[config.mk]
export PLATFORM = sky130hd
export DESIGN_NAME = wheel_pedal_emu
export DESIGN_NICKNAME = d
export VERILOG_FILES = /design/src/rtl/wheel_pedal_emu.sv
export SDC_FILE = /design/constraint.sdc
export NUM_CORES = 1
export LEC_CHECK = 0
export ABC_AREA = 0
export CAP_MARGIN = 40
export CORE_MARGIN = 1
export CORE_UTILIZATION = 50
export CTS_BUF_LIST = sky130_fd_sc_hd__clkbuf_4 sky130_fd_sc_hd__clkbuf_8
export DETAILED_ROUTE_END_ITERATION = 10
export MAX_ROUTING_LAYER = met4
export PLACE_DENSITY = 0.85
export REMOVE_ABC_BUFFERS = 1
export SLEW_MARGIN = 10
export SYNTH_ARGS = -nofsm -noshare
export SYNTH_HDL_FRONTEND = slang
export SYNTH_SLANG_ARGS = --single-unit
[constraint.sdc]
create_clock -name clk -period 3.7 [get_ports clk]
set_input_delay 0.74 -clock clk [delete_from_list [all_inputs] [get_ports clk]]
set_output_delay 0.74 -clock clk [all_outputs]
set_load 0.005 [all_outputs]
[src/rtl/wheel_pedal_emu.sv]
// Steering wheel / gas pedal emulator for the multiplexed analog port.
// Digital directions are integrated once per frame into steering and gas
// bytes; analog stick and paddle are mapped combinationally onto the same
// byte, and the core's select bit picks steering or gas.
module wheel_pedal_emu #(
  parameter logic [7:0]  STEER_CENTER = 8'h70,
  parameter logic [7:0]  STEER_MIN    = 8'h30,
  parameter logic [7:0]  STEER_MAX    = 8'hB0,
  parameter int unsigned VMAX         = 4,
  parameter int unsigned RETURN_STEP  = 2,
  parameter int unsigned GAS_STEP     = 4,
  parameter int unsigned GAS_DECAY    = 2
) (
  input  logic       clk,
  input  logic       reset,
  input  logic       vsync,
  input  logic       steer_plus,
  input  logic       steer_minus,
  input  logic       gas_plus,
  input  logic       gas_minus,
  input  logic [1:0] steer_mode,
  input  logic       gas_analog,
  input  logic       gas_allow_pos,
  input  logic [7:0] joy_x,
  input  logic [7:0] joy_y,
  input  logic [7:0] paddle,
  input  logic       sel_steer,
  output logic [7:0] data_out,
  output logic [7:0] steer_emu,
  output logic [7:0] gas_emu
);

  typedef enum logic [1:0] {IDLE, RIGHT, LEFT} steer_state_t;

  localparam logic [3:0]        VMAX_V    = 4'(VMAX);
  localparam logic [7:0]        GAS_DEC_V = 8'(GAS_DECAY);
  localparam logic [8:0]        GAS_INC_V = 9'(GAS_STEP);
  localparam logic signed [8:0] S_CTR     = $signed({1'b0, STEER_CENTER});
  localparam logic signed [8:0] S_MIN     = $signed({1'b0, STEER_MIN});
  localparam logic signed [8:0] S_MAX     = $signed({1'b0, STEER_MAX});
  localparam logic signed [8:0] S_RET     = $signed(9'(RETURN_STEP));

  steer_state_t      state, state_nxt;
  logic              vsync_d;
  logic              tick;
  logic [3:0]        vel, vel_nxt;
  logic [7:0]        steer_nxt, gas_nxt, dout_nxt;
  logic signed [8:0] s_cur, s_calc;
  logic [8:0]        g_up;
  logic [7:0]        steer_x, steer_p, gas_a;
  logic [6:0]        graw;

  assign tick = vsync & ~vsync_d;

  // Frame strobe edge detector
  always_ff @(posedge clk or posedge reset) begin
    if (reset) vsync_d <= 1'b0;
    else       vsync_d <= vsync;
  end

  // Emulator state: direction, velocity, steering and gas advance on tick only
  always_ff @(posedge clk or posedge reset) begin
    if (reset) begin
      state     <= IDLE;
      vel       <= '0;
      steer_emu <= STEER_CENTER;
      gas_emu   <= '0;
    end else if (tick) begin
      state     <= state_nxt;
      vel       <= vel_nxt;
      steer_emu <= steer_nxt;
      gas_emu   <= gas_nxt;
    end
  end

  // Steering next-state: ramped velocity while held, self-centring when idle
  always_comb begin
    state_nxt = IDLE;
    vel_nxt   = '0;
    s_cur     = $signed({1'b0, steer_emu});
    s_calc    = s_cur;
    if (steer_plus && !steer_minus) begin
      state_nxt = RIGHT;
      vel_nxt   = (state != RIGHT) ? 4'd1 : ((vel >= VMAX_V) ? VMAX_V : vel + 4'd1);
      s_calc    = s_cur + $signed({5'b0, vel_nxt});
      if (s_calc > S_MAX) s_calc = S_MAX;
    end else if (steer_minus && !steer_plus) begin
      state_nxt = LEFT;
      vel_nxt   = (state != LEFT) ? 4'd1 : ((vel >= VMAX_V) ? VMAX_V : vel + 4'd1);
      s_calc    = s_cur - $signed({5'b0, vel_nxt});
      if (s_calc < S_MIN) s_calc = S_MIN;
    end else begin
      if (s_cur > S_CTR + S_RET)      s_calc = s_cur - S_RET;
      else if (s_cur < S_CTR - S_RET) s_calc = s_cur + S_RET;
      else                            s_calc = S_CTR;
    end
    steer_nxt = s_calc[7:0];
  end

  // Gas next value: saturating rise, floored decay, hold when both pressed
  always_comb begin
    g_up    = {1'b0, gas_emu} + GAS_INC_V;
    gas_nxt = gas_emu;
    if (gas_plus && !gas_minus)
      gas_nxt = g_up[8] ? 8'hFF : g_up[7:0];
    else if (!(gas_plus && gas_minus))
      gas_nxt = (gas_emu < GAS_DEC_V) ? '0 : gas_emu - GAS_DEC_V;
  end

  // Analog mappings; only the low 7 bits of the Y magnitude reach the output,
  // and those bits of a two's-complement negation depend only on joy_y[6:0]
  always_comb begin
    steer_x = STEER_CENTER + {joy_x[7], joy_x[7:1]};
    steer_p = STEER_CENTER + {~paddle[7], ~paddle[7], paddle[6:1]};
    graw    = joy_y[7] ? (7'h00 - joy_y[6:0]) : (gas_allow_pos ? joy_y[6:0] : 7'h00);
    gas_a   = {graw, 1'b1};
    if (sel_steer) begin
      case (steer_mode)
        2'd0:    dout_nxt = steer_emu;
        2'd1:    dout_nxt = steer_x;
        default: dout_nxt = steer_p;
      endcase
    end else begin
      dout_nxt = gas_analog ? gas_a : gas_emu;
    end
  end

  // Registered port byte
  always_ff @(posedge clk or posedge reset) begin
    if (reset) data_out <= '0;
    else       data_out <= dout_nxt;
  end

endmodule

==> run summary, run 1 <==
footprint of the multi-input gates: 0.00215 mm²
flops & latches, synth: 31
TritonCTS clock tree: yes
diodes inserted: 0
initial antenna violation count: 0
H-tree depth: 2
minimum setup slack among reg-to-reg paths: 0.55 ns
number of enable-type register cells in the synthesized netlist: 0
Warnings, synthesis: 0
total number of placement rows: 28
remaining antenna violation count: 0
width of the chip: 80.6 µm
critical path buffer and inverter count: 1
crit path setup slack, layout: 0.553 ns
share of flip-flops with an asynchronous set or reset after synthesis: 100%
core area: 0.00596 mm²
number of pins with negative max-slew slack in the final report: 0
I/O Buffers: 57
sequential cell area fraction in the yosys report: 25.2%
startpoint-to-endpoint class of the critical path: flip-flop to flip-flop
number of violations reported at the end of detailed-routing iteration 0: 455
transition time of the tightest slew-check pin: 0.747 ns
Congestion Overflow GR: 0
outcome: finished clean
full die area: 0.00650 mm²
Fillers: 523
Clock Pin Slew Worst Setup and Hold Paths: 0.07 ns
biggest cell delay along the critical path: 0.42 ns
number of buffers created by CTS: 5
most frequent cells in the layout: 57 x clkdlybuf4s50_1, 40 x nand2_1, 40 x o21ai_0
per-cell routed wire length: 16.7 µm
critical path's most frequent cell: nand2_1
Root Buffer Master: clkbuf_8
Mapped Area: 0.00309 mm²
largest net degree at the start of global routing: 32
Max rail drop VDD: 350 µV
kind of cell with the highest combined delay on the critical path: compound AO/OA/AOI/OAI gates
signed area change from the synthesized netlist to the final layout: 23.3%
library cell contributing the largest single delay on the critical path: dfrtp_1
Total Negative Setup Slacks: 0 ns
leakage power: 0.00156 µW
global-route wire length before repair: 14400 µm
# resized after CTS: 0
fin cells: 530
Post-DP HPWL: 6480 µm
count of cell types in the netlist: 62
unrepaired setup endpoints after global routing: false
final-report hold violation count: 0
initial standard-cell utilization of the core: 51.9%
post-layout minimum cycle time: 3.15 ns
endpoints failing setup: 0
Post-Route Skew: 0.00761 ns
required time reported for the critical path endpoint: 3.87 ns
Pwr Total: 2440 µW
area of all sequential standard cells: 779 µm²
most frequent standard cell in the layout excluding fill and tap cells: clkdlybuf4s50_1
worst rel slew slack: 49.7%
post-route DRC violation count: 0
global placer's final weighted congestion: 0.962
Clock Sinks: 31
GRT Overall Usage: 29.3%
cells after synthesis: 406
Worst setup SP type: flip-flop
Cell Chain, Critical Path: or3_1, nand2_1, ha_1, inv_1, fa_1, a21o_1, a211o_1, o41a_4, a221oi_2, nand2_1, o21a_1
peak fanout along the critical path: 5
I/O Pins: 60
power density cells: 641 mW/mm²
post-DR vias/cell: 6.35
vias after detailed routing: 3368
Syn Area/Cell: 7.62 µm²
final layout net count: 509
final WL: 8830 µm
category of the worst setup path capture point: flip-flop
data arrival time of the critical path: 3.32 ns
number of maximum-capacitance violations: 0
hold buffer count at CTS: 0
number of global-route vias before repair: 3076
final worst-path cycle share: 85.1%
setup fix buffers added after clock tree synthesis: 0
die span in y: 80.6 µm
fraction of final layout cells sized beyond drive strength 1: 4.40%
Detailed Routing Iterations Pass 1: 8
number of buffers on the longest clock path: 2
Clock Latency Late Sink: 0.29 ns
flip-flop cell with the highest count after synthesis: dfrtp_1
count of placed standard cells including taps: 522
Highest Clock Rate: 0.318 GHz
Worst Hold Class: flip-flop to flip-flop
minimum setup slack after placement: 0.618 ns
-- worst min-delay path: cells and delay by family (launching register included) --
| family | cells | cell delay, ns |
|---|---|---|
| AOI/OAI and AO/OA | 1 | 0.06 |
| DFF | 1 | 0.35 |
| and+or+nand+nor | 1 | 0.05 |
-- worst paths after layout --
check,from,to,cells after the start
max in group asynchronous,reset,steer_emu[4]$_DFFE_PP1P_,3
max reg2reg,vel[3]$_DFFE_PP0P_,steer_emu[7]$_DFFE_PP0P_,11
min reg2reg,vel[1]$_DFFE_PP0P_,vel[1]$_DFFE_PP0P_,2
min,vel[1]$_DFFE_PP0P_,vel[1]$_DFFE_PP0P_,2
min in group asynchronous,reset,vsync_d$_DFF_PP0_,3
max,vel[3]$_DFFE_PP0P_,steer_emu[7]$_DFFE_PP0P_,11
-- state kept, by name, summed over array words and instances, names as in the netlist --
register and flops:
gas_emu 8, data_out 8, vsync_d 1, steer_emu 8, state 2, vel 4
-- cell type report --
cell class,instances,share of cell area (%)
Sequential cell,31,20.4
Clock inverter,3,1.15
Inverter,21,2.07
Multi-Input combinational cell,334,56.3
Timing Repair Buffer,61,15.8
Clock buffer,5,1.81
Tap cell,75,2.46
-- per-layer routing --
metal | global-route usage [%] | share of wire (%) | vias up
li1 | - | - | 1579
met1 | 37.7 | 42 | 1592
met2 | 46.9 | 47 | 166
met3 | 4.32 | 8.1 | 31
met4 | 10.5 | 2.6 | 0
met5 | - | 0 | -
-- kinds of logic after synthesis --
group,count (synthesis),synth area share (%)
AND/OR/NAND/NOR,149,23.7
AO/OA/AOI/OAI,140,29.9
buffers and inverters,41,5.34
flip-flops,31,25.2
adder cells (fa/ha/maj),20,8.50
multiplexers,14,4.57
XOR/XNOR,9,2.55
other,2,0.243
-- cells in the mapped netlist, drive strengths merged, types with 3 or more instances --
master / number / area share (%)
a21oi: 28 / 4.5
nand2: 40 / 4.9
o31ai: 4 / 1.1
a21o: 6 / 1.5
inv: 21 / 2.5
a31oi: 7 / 1.4
nor3: 10 / 1.6
buf: 5 / 0.97
nor4: 3 / 0.61
nor2: 38 / 4.6
o211ai: 14 / 3.4
dfrtp: 28 / 23
o21ai: 42 / 6.8
a22oi: 6 / 1.5
or3: 4 / 0.81
nor2b: 14 / 2.8
o311ai: 3 / 0.85
o21a: 4 / 0.97
nand2b: 11 / 2.2
nand3: 10 / 1.6
clkbuf: 15 / 1.8
and3: 7 / 1.4
ha: 17 / 6.9
xnor2: 7 / 2.0
mux2i: 13 / 4.2
dfstp: 3 / 2.5
-- power breakdown --
group	switching (µW)	internal (µW)	leakage [µW]
Combinational	744	659	0.00113
Clock	139	200	0.0000581
Sequential	253	446	0.000376
Total	1140	1310	0.00156
-- stage by stage --
step	instance area, µm²	util, %	hold WS, ns
final	3810	64.0	0.498
after global routing	3810	64.0	0.536
after CTS	3810	64.0	0.498
after detailed placement	3700	62.1	0.481
after global placement	3700	62.1	0.476
after floorplan	3010	-	0.454
Note: power is estimated with default switching activity, not from simulation.
==> run 2: changes to the inputs <==
Settings changed: CORE_ASPECT_RATIO set to 0.7, SLEW_MARGIN 10 to unset.
==> run summary, run 2 (synthesized netlist as in run 1, its figures left out) <==
Highest Clock Rate: 0.314 GHz (-1.3%)
I/O Pins: 60 (unchanged)
category of the worst setup path capture point: flip-flop
minimum setup slack among reg-to-reg paths: 0.51 ns (-0.04 ns)
number of maximum-capacitance violations: 0 (unchanged)
startpoint of the worst setup timing path: vel[3]$_DFFE_PP0P_
source of the worst hold timing path: vel[1]$_DFFE_PP0P_
initial standard-cell utilization of the core: 52.9% (+1.0 points)
final worst-path cycle share: 86.2% (+1.1 points)
I/O Buffers: 57 (unchanged)
endpoints failing setup: 0 (unchanged)
number of global-route vias before repair: 2968 (-3.5%)
Clock Latency Late Sink: 0.29 ns (about the same)
# resized after CTS: 0 (unchanged)
share of total power in sequential cells: 28.3% (-0.3 points)
Clock Pin Slew Worst Setup and Hold Paths: 0.07 ns (about the same)
global placer's final weighted congestion: 0.999 (+3.9%)
per-cell routed wire length: 17.4 µm (+4.2%)
transition time of the tightest slew-check pin: 0.710 ns (-0.0375 ns)
startpoint of the worst-slack reg-to-reg timing path: vel[3]$_DFFE_PP0P_
Cell Chain, Critical Path: or3_1, nand2_1, ha_1, inv_1, fa_1, nand2b_1, a2111oi_2, xor2_1, a31oi_1, o2111ai_1, o211ai_1
unrepaired setup endpoints after global routing: false
full die area: 0.00651 mm² (about the same)
data arrival time of the critical path: 3.34 ns (+0.02 ns)
clock share of power: 14.0% (about the same)
signed area change from the synthesized netlist to the final layout: 24.8%
Post-Route Skew: 0.00962 ns (+0.00201 ns)
final WL: 9260 µm (+4.8%)
Clock Sinks: 31 (unchanged)
critical path buffer and inverter count: 1 (unchanged)
Worst Hold Class: flip-flop to flip-flop
Worst setup SP type: flip-flop
most frequent cells in the layout: 57 x clkdlybuf4s50_1, 40 x nand2_1, 40 x o21ai_0
post-DR vias/cell: 6.29 (-1.0%)
Fillers: 501 (-4.2%)
final-report hold violation count: 0 (unchanged)
utilization of the core after routing: 66.1% (+2.1 points)
kind of cell with the highest combined delay on the critical path: compound AO/OA/AOI/OAI gates
post-route DRC violation count: 0 (unchanged)
leakage power: 0.00159 µW (+1.6%)
library cell contributing the largest single delay on the critical path: fa_1
Detailed Routing Iterations Pass 1: 5 (-3)
Post-DP HPWL: 7030 µm (+8.4%)
internal power: 1330 µW (+2.0%)
GRT Overall Usage: 30.4% (+1.0 points)
outcome: finished clean
cell count of the worst hold path: 2 (unchanged)
number of buffers on the longest clock path: 2 (unchanged)
final layout net count: 512 (+0.59%)
switching power total: 1180 µW (+3.9%)
Congestion Overflow GR: 0 (unchanged)
largest net degree at the start of global routing: 24 (-25%)
vias after detailed routing: 3353 (-0.45%)
diodes inserted: 0 (unchanged)
depth of the most critical reg-to-reg path: 11 (unchanged)
fraction of final layout cells sized beyond drive strength 1: 5.02% (+0.63 points)
global-route wire length before repair: 14400 µm (-0.39%)
switch share: 47.0% (+0.45 points)
remaining antenna violation count: 0 (unchanged)
initial antenna violation count: 0 (unchanged)
post-layout minimum cycle time: 3.19 ns (+0.0411 ns)
core area: 0.00584 mm² (-1.9%)
width of the chip: 96.0 µm (+19%)
peak fanout along the critical path: 5 (unchanged)
most frequent standard cell in the layout excluding fill and tap cells: clkdlybuf4s50_1
Max rail drop VDD: 310 µV (-12%)
total number of placement rows: 23 (-18%)
hold buffer count at CTS: 0 (unchanged)
worst rel slew slack: 52.7% (+3.0 points)
biggest cell delay along the critical path: 0.44 ns (+0.02 ns)
number of buffers created by CTS: 5 (unchanged)
Total Negative Setup Slacks: 0 ns (unchanged)
startpoint-to-endpoint class of the critical path: flip-flop to flip-flop
proportion of power drawn by combinational gates: 57.7% (+0.2 points)
setup fix buffers added after clock tree synthesis: 0 (unchanged)
required time reported for the critical path endpoint: 3.86 ns (about the same)
Root Buffer Master: clkbuf_8
H-tree depth: 2 (unchanged)
number of pins with negative max-slew slack in the final report: 0 (unchanged)
worst reg2reg endpoint: steer_emu[2]$_DFFE_PP0P_
power density cells: 651 mW/mm² (+1.6%)
die span in y: 67.8 µm (-16%)
leading registers by flop count: data_out: 8 flops, gas_emu: 8 flops, steer_emu: 8 flops
TritonCTS clock tree: yes
capture endpoint of the worst hold path: vel[1]$_DFFE_PP0P_
number of violations reported at the end of detailed-routing iteration 0: 294 (-35%)
[run 2: power groups by stage]
stage               Clock [µW]  Combinational [µW]  Sequential [µW]
CTS                        353                1410              698
global route               370                1590              726
finish                     351                1450              711
global placement             0                1370              705
detailed placement           0                1400              704
floorplan                    0                 914              624
[run 2: routing by layer]
metal  up-vias  wire length (µm)  global-route usage, %
li1       1590                 -                      -
met1      1562              4210                   42.3
met2       184              3900                   44.1
met3        17              1060                   8.11
met4         0                88                   5.78
met5         -                 0                      -
[run 2: worst max-delay path by stage]
stage                                          end  slack [ns]  cells after the start
after floorplan           steer_emu[7]$_DFFE_PP0P_        0.81                     11
after global placement    steer_emu[7]$_DFFE_PP0P_        0.65                     11
after detailed placement  steer_emu[7]$_DFFE_PP0P_        0.61                     11
after CTS                 steer_emu[2]$_DFFE_PP0P_        0.58                     11
after global routing      steer_emu[2]$_DFFE_PP0P_        0.35                     11
final                     steer_emu[2]$_DFFE_PP0P_        0.51                     11
[run 2: metrics by stage]
step / hold slack (ns) / total power, µW / cells / worst slack [ns] / area (µm²)
2_1_floorplan: 0.454 / 1540 / 386 / 0.815 / 3010
3_3_place_gp: 0.475 / 2070 / 524 / 0.651 / 3710
3_5_place_dp: 0.501 / 2110 / 525 / 0.609 / 3740
4_1_cts: 0.513 / 2470 / 533 / 0.581 / 3860
5_1_grt: 0.551 / 2680 / 533 / 0.351 / 3860
6_report: 0.512 / 2510 / 533 / 0.512 / 3860
[run 2: area by class of cell]
class | instances | area [µm²] | area share, %
clock inverters | 2 | 35.0 | 0.908
clock buffers | 6 | 82.6 | 2.14
well taps | 75 | 93.8 | 2.43
inverters | 21 | 78.8 | 2.04
multi-input cells | 334 | 2150 | 55.6
repair buffers | 64 | 643 | 16.7
flip-flops and latches | 31 | 779 | 20.2
[run 2: worst register-to-register path: cells and delay by family (launching register included)]
| kind | cells | cell delay, ns |
|---|---|---|
| DFF | 1 | 0.41 |
| adders and majority gates | 2 | 0.63 |
| xor gates and xnor gates | 1 | 0.31 |
| and+or+nand+nor | 3 | 0.73 |
| buffers and inverters | 1 | 0.08 |
| AOI/OAI and AO/OA | 4 | 0.90 |
==> run 3: changes to the inputs <==
Settings changed: CORE_MARGIN 1 to 8, HOLD_SLACK_MARGIN set to 0.06.
==> run summary, run 3 (synthesized netlist as in run 1, its figures left out) <==
critical path's most frequent cell: nand2_1
hold buffer count at CTS: 0 (unchanged)
width of the chip: 110 µm (+15%)
total number of placement rows: 24 (+4.3%)
utilization of the core after routing: 62.7% (-3.4 points)
Clock Latency Late Sink: 0.29 ns (about the same)
Highest Clock Rate: 0.315 GHz (+0.57%)
final-report hold violation count: 0 (unchanged)
vias after detailed routing: 3353 (unchanged)
Clock Sinks: 31 (unchanged)
outcome: finished clean
post-DR vias/cell: 6.29 (unchanged)
final layout net count: 509 (-0.59%)
initial standard-cell utilization of the core: 50.7% (-2.2 points)
Congestion Overflow GR: 0 (unchanged)
worst rel slew slack: 46.9% (-5.8 points)
I/O Pins: 60 (unchanged)
category of the worst setup path capture point: flip-flop
global-route wire length before repair: 15400 µm (+7.0%)
Post-Route Skew: 0.00443 ns (-0.00519 ns)
fraction of final layout cells sized beyond drive strength 1: 4.40% (-0.63 points)
number of maximum-capacitance violations: 0 (unchanged)
worst reg2reg endpoint: steer_emu[7]$_DFFE_PP0P_
Worst setup SP type: flip-flop
signed area change from the synthesized netlist to the final layout: 23.6%
most frequent standard cell in the layout excluding fill and tap cells: clkdlybuf4s50_1
largest net degree at the start of global routing: 32 (+33%)
final WL: 9650 µm (+4.3%)
power density cells: 651 mW/mm² (about the same)
diodes inserted: 0 (unchanged)
transition time of the tightest slew-check pin: 0.789 ns (+0.0795 ns)
Total Negative Setup Slacks: 0 ns (unchanged)
# resized after CTS: 0 (unchanged)
number of violations reported at the end of detailed-routing iteration 0: 415 (+41%)
Clock Pin Slew Worst Setup and Hold Paths: 0.07 ns (about the same)
kind of cell with the highest combined delay on the critical path: compound AO/OA/AOI/OAI gates
leakage power: 0.00157 µW (-1.4%)
most frequent cells in the layout: 57 x clkdlybuf4s50_1, 40 x nand2_1, 40 x o21ai_0
initial antenna violation count: 0 (unchanged)
number of pins with negative max-slew slack in the final report: 0 (unchanged)
TritonCTS clock tree: yes
unrepaired setup endpoints after global routing: false
startpoint-to-endpoint class of the critical path: flip-flop to flip-flop
minimum setup slack among reg-to-reg paths: 0.53 ns (+0.02 ns)
biggest cell delay along the critical path: 0.42 ns (-0.02 ns)
setup fix buffers added after clock tree synthesis: 0 (unchanged)
I/O Buffers: 57 (unchanged)
required time reported for the critical path endpoint: 3.88 ns (+0.02 ns)
GRT Overall Usage: 22.3% (-8.0 points)
Detailed Routing Iterations Pass 1: 5 (unchanged)
number of buffers created by CTS: 5 (unchanged)
final worst-path cycle share: 85.7% (-0.49 points)
library cell contributing the largest single delay on the critical path: dfrtp_1
data arrival time of the critical path: 3.35 ns (about the same)
footprint of the multi-input gates: 0.00215 mm² (unchanged)
post-layout minimum cycle time: 3.17 ns (-0.0182 ns)
area of all sequential standard cells: 779 µm² (unchanged)
per-cell routed wire length: 18.1 µm (+4.3%)
cell count of the worst hold path: 2 (unchanged)
startpoint of the worst-slack reg-to-reg timing path: vel[3]$_DFFE_PP0P_
Fillers: 501 (unchanged)
number of global-route vias before repair: 3047 (+2.7%)
source of the worst hold timing path: vel[1]$_DFFE_PP0P_
leading registers by flop count: data_out: 8 flops, gas_emu: 8 flops, steer_emu: 8 flops
full die area: 0.00900 mm² (+38%)
number of buffers on the longest clock path: 2 (unchanged)
Root Buffer Master: clkbuf_8
H-tree depth: 2 (unchanged)
capture endpoint of the worst hold path: vel[1]$_DFFE_PP0P_
Max rail drop VDD: 302 µV (-2.5%)
Cell Chain, Critical Path: or3_1, nand2_1, ha_1, inv_1, fa_1, a21o_1, a211o_1, o41a_4, a221oi_2, nand2_1, o21a_1
depth of the most critical reg-to-reg path: 11 (unchanged)
global placer's final weighted congestion: 0.973 (-2.7%)
die span in y: 81.8 µm (+21%)
endpoints failing setup: 0 (unchanged)
core area: 0.00610 mm² (+4.3%)
post-route DRC violation count: 0 (unchanged)
Post-DP HPWL: 7040 µm (+0.18%)
Worst Hold Class: flip-flop to flip-flop
critical path buffer and inverter count: 1 (unchanged)
peak fanout along the critical path: 5 (unchanged)
remaining antenna violation count: 0 (unchanged)
==> run 3: cell count changes in the layout (fill, tap and decap cells not counted), sizes merged <==
cell  previous run  this run
buf              7         4
==> run 3: cell type report <==
type	instances	share of cell area, %
inverter	21	2.06
clock inverter	2	0.917
sequential	31	20.4
multi-input combinational	334	56.2
timing repair buffer	61	15.7
clock buffer	6	2.16
tap	78	2.55
==> run 3: worst max path at each step <==
stage	slack (ns)	to	depth (start not counted)	start
after global routing	0.34	steer_emu[0]$_DFFE_PP0P_	11	vel[3]$_DFFE_PP0P_
after global placement	0.62	steer_emu[7]$_DFFE_PP0P_	11	vel[3]$_DFFE_PP0P_
after detailed placement	0.60	steer_emu[7]$_DFFE_PP0P_	11	vel[3]$_DFFE_PP0P_
final	0.53	steer_emu[7]$_DFFE_PP0P_	11	vel[3]$_DFFE_PP0P_
after CTS	0.57	steer_emu[7]$_DFFE_PP0P_	11	vel[3]$_DFFE_PP0P_
after floorplan	0.81	steer_emu[7]$_DFFE_PP0P_	11	vel[3]$_DFFE_PP0P_
==> run 3: metal layers <==
| layer | up-vias | wire length [µm] | share of wire [%] | GRT usage, % |
|---|---|---|---|---|
| met1 | 1566 | 4240 | 44 | 30.3 |
| met2 | 199 | 4140 | 43 | 32.4 |
| met3 | 12 | 1210 | 13 | 6.43 |
| met4 | 0 | 60 | 0.62 | 4.03 |
| met5 | - | 0 | 0 | - |
| li1 | 1576 | - | - | - |
==> run 3: where the power goes <==
group / switching [µW] / total, µW / internal, µW
Clock: 138 / 356 / 218
Combinational: 760 / 1420 / 660
Sequential: 265 / 711 / 446
Total: 1160 / 2490 / 1320
==> run 3: worst register-to-register path, delay by kind of cell (launching register included) <==
| family | cells | cell delay, ns |
|---|---|---|
| DFF | 1 | 0.42 |
| and+or+nand+nor | 3 | 0.61 |
| AOI/OAI and AO/OA | 5 | 1.37 |
| buffers and inverters | 1 | 0.07 |
| adders and majority gates | 2 | 0.59 |
==> run 3: metrics by stage <==
stage	hold slack [ns]	cell area, µm²	setup WS (ns)	std cells	power [µW]
5_1_grt	0.571	3820	0.343	533	2680
6_report	0.530	3820	0.530	533	2490
3_5_place_dp	0.526	3700	0.597	525	2080
4_1_cts	0.541	3820	0.566	533	2450
3_3_place_gp	0.482	3700	0.620	525	2060
2_1_floorplan	0.454	3010	0.815	386	1540
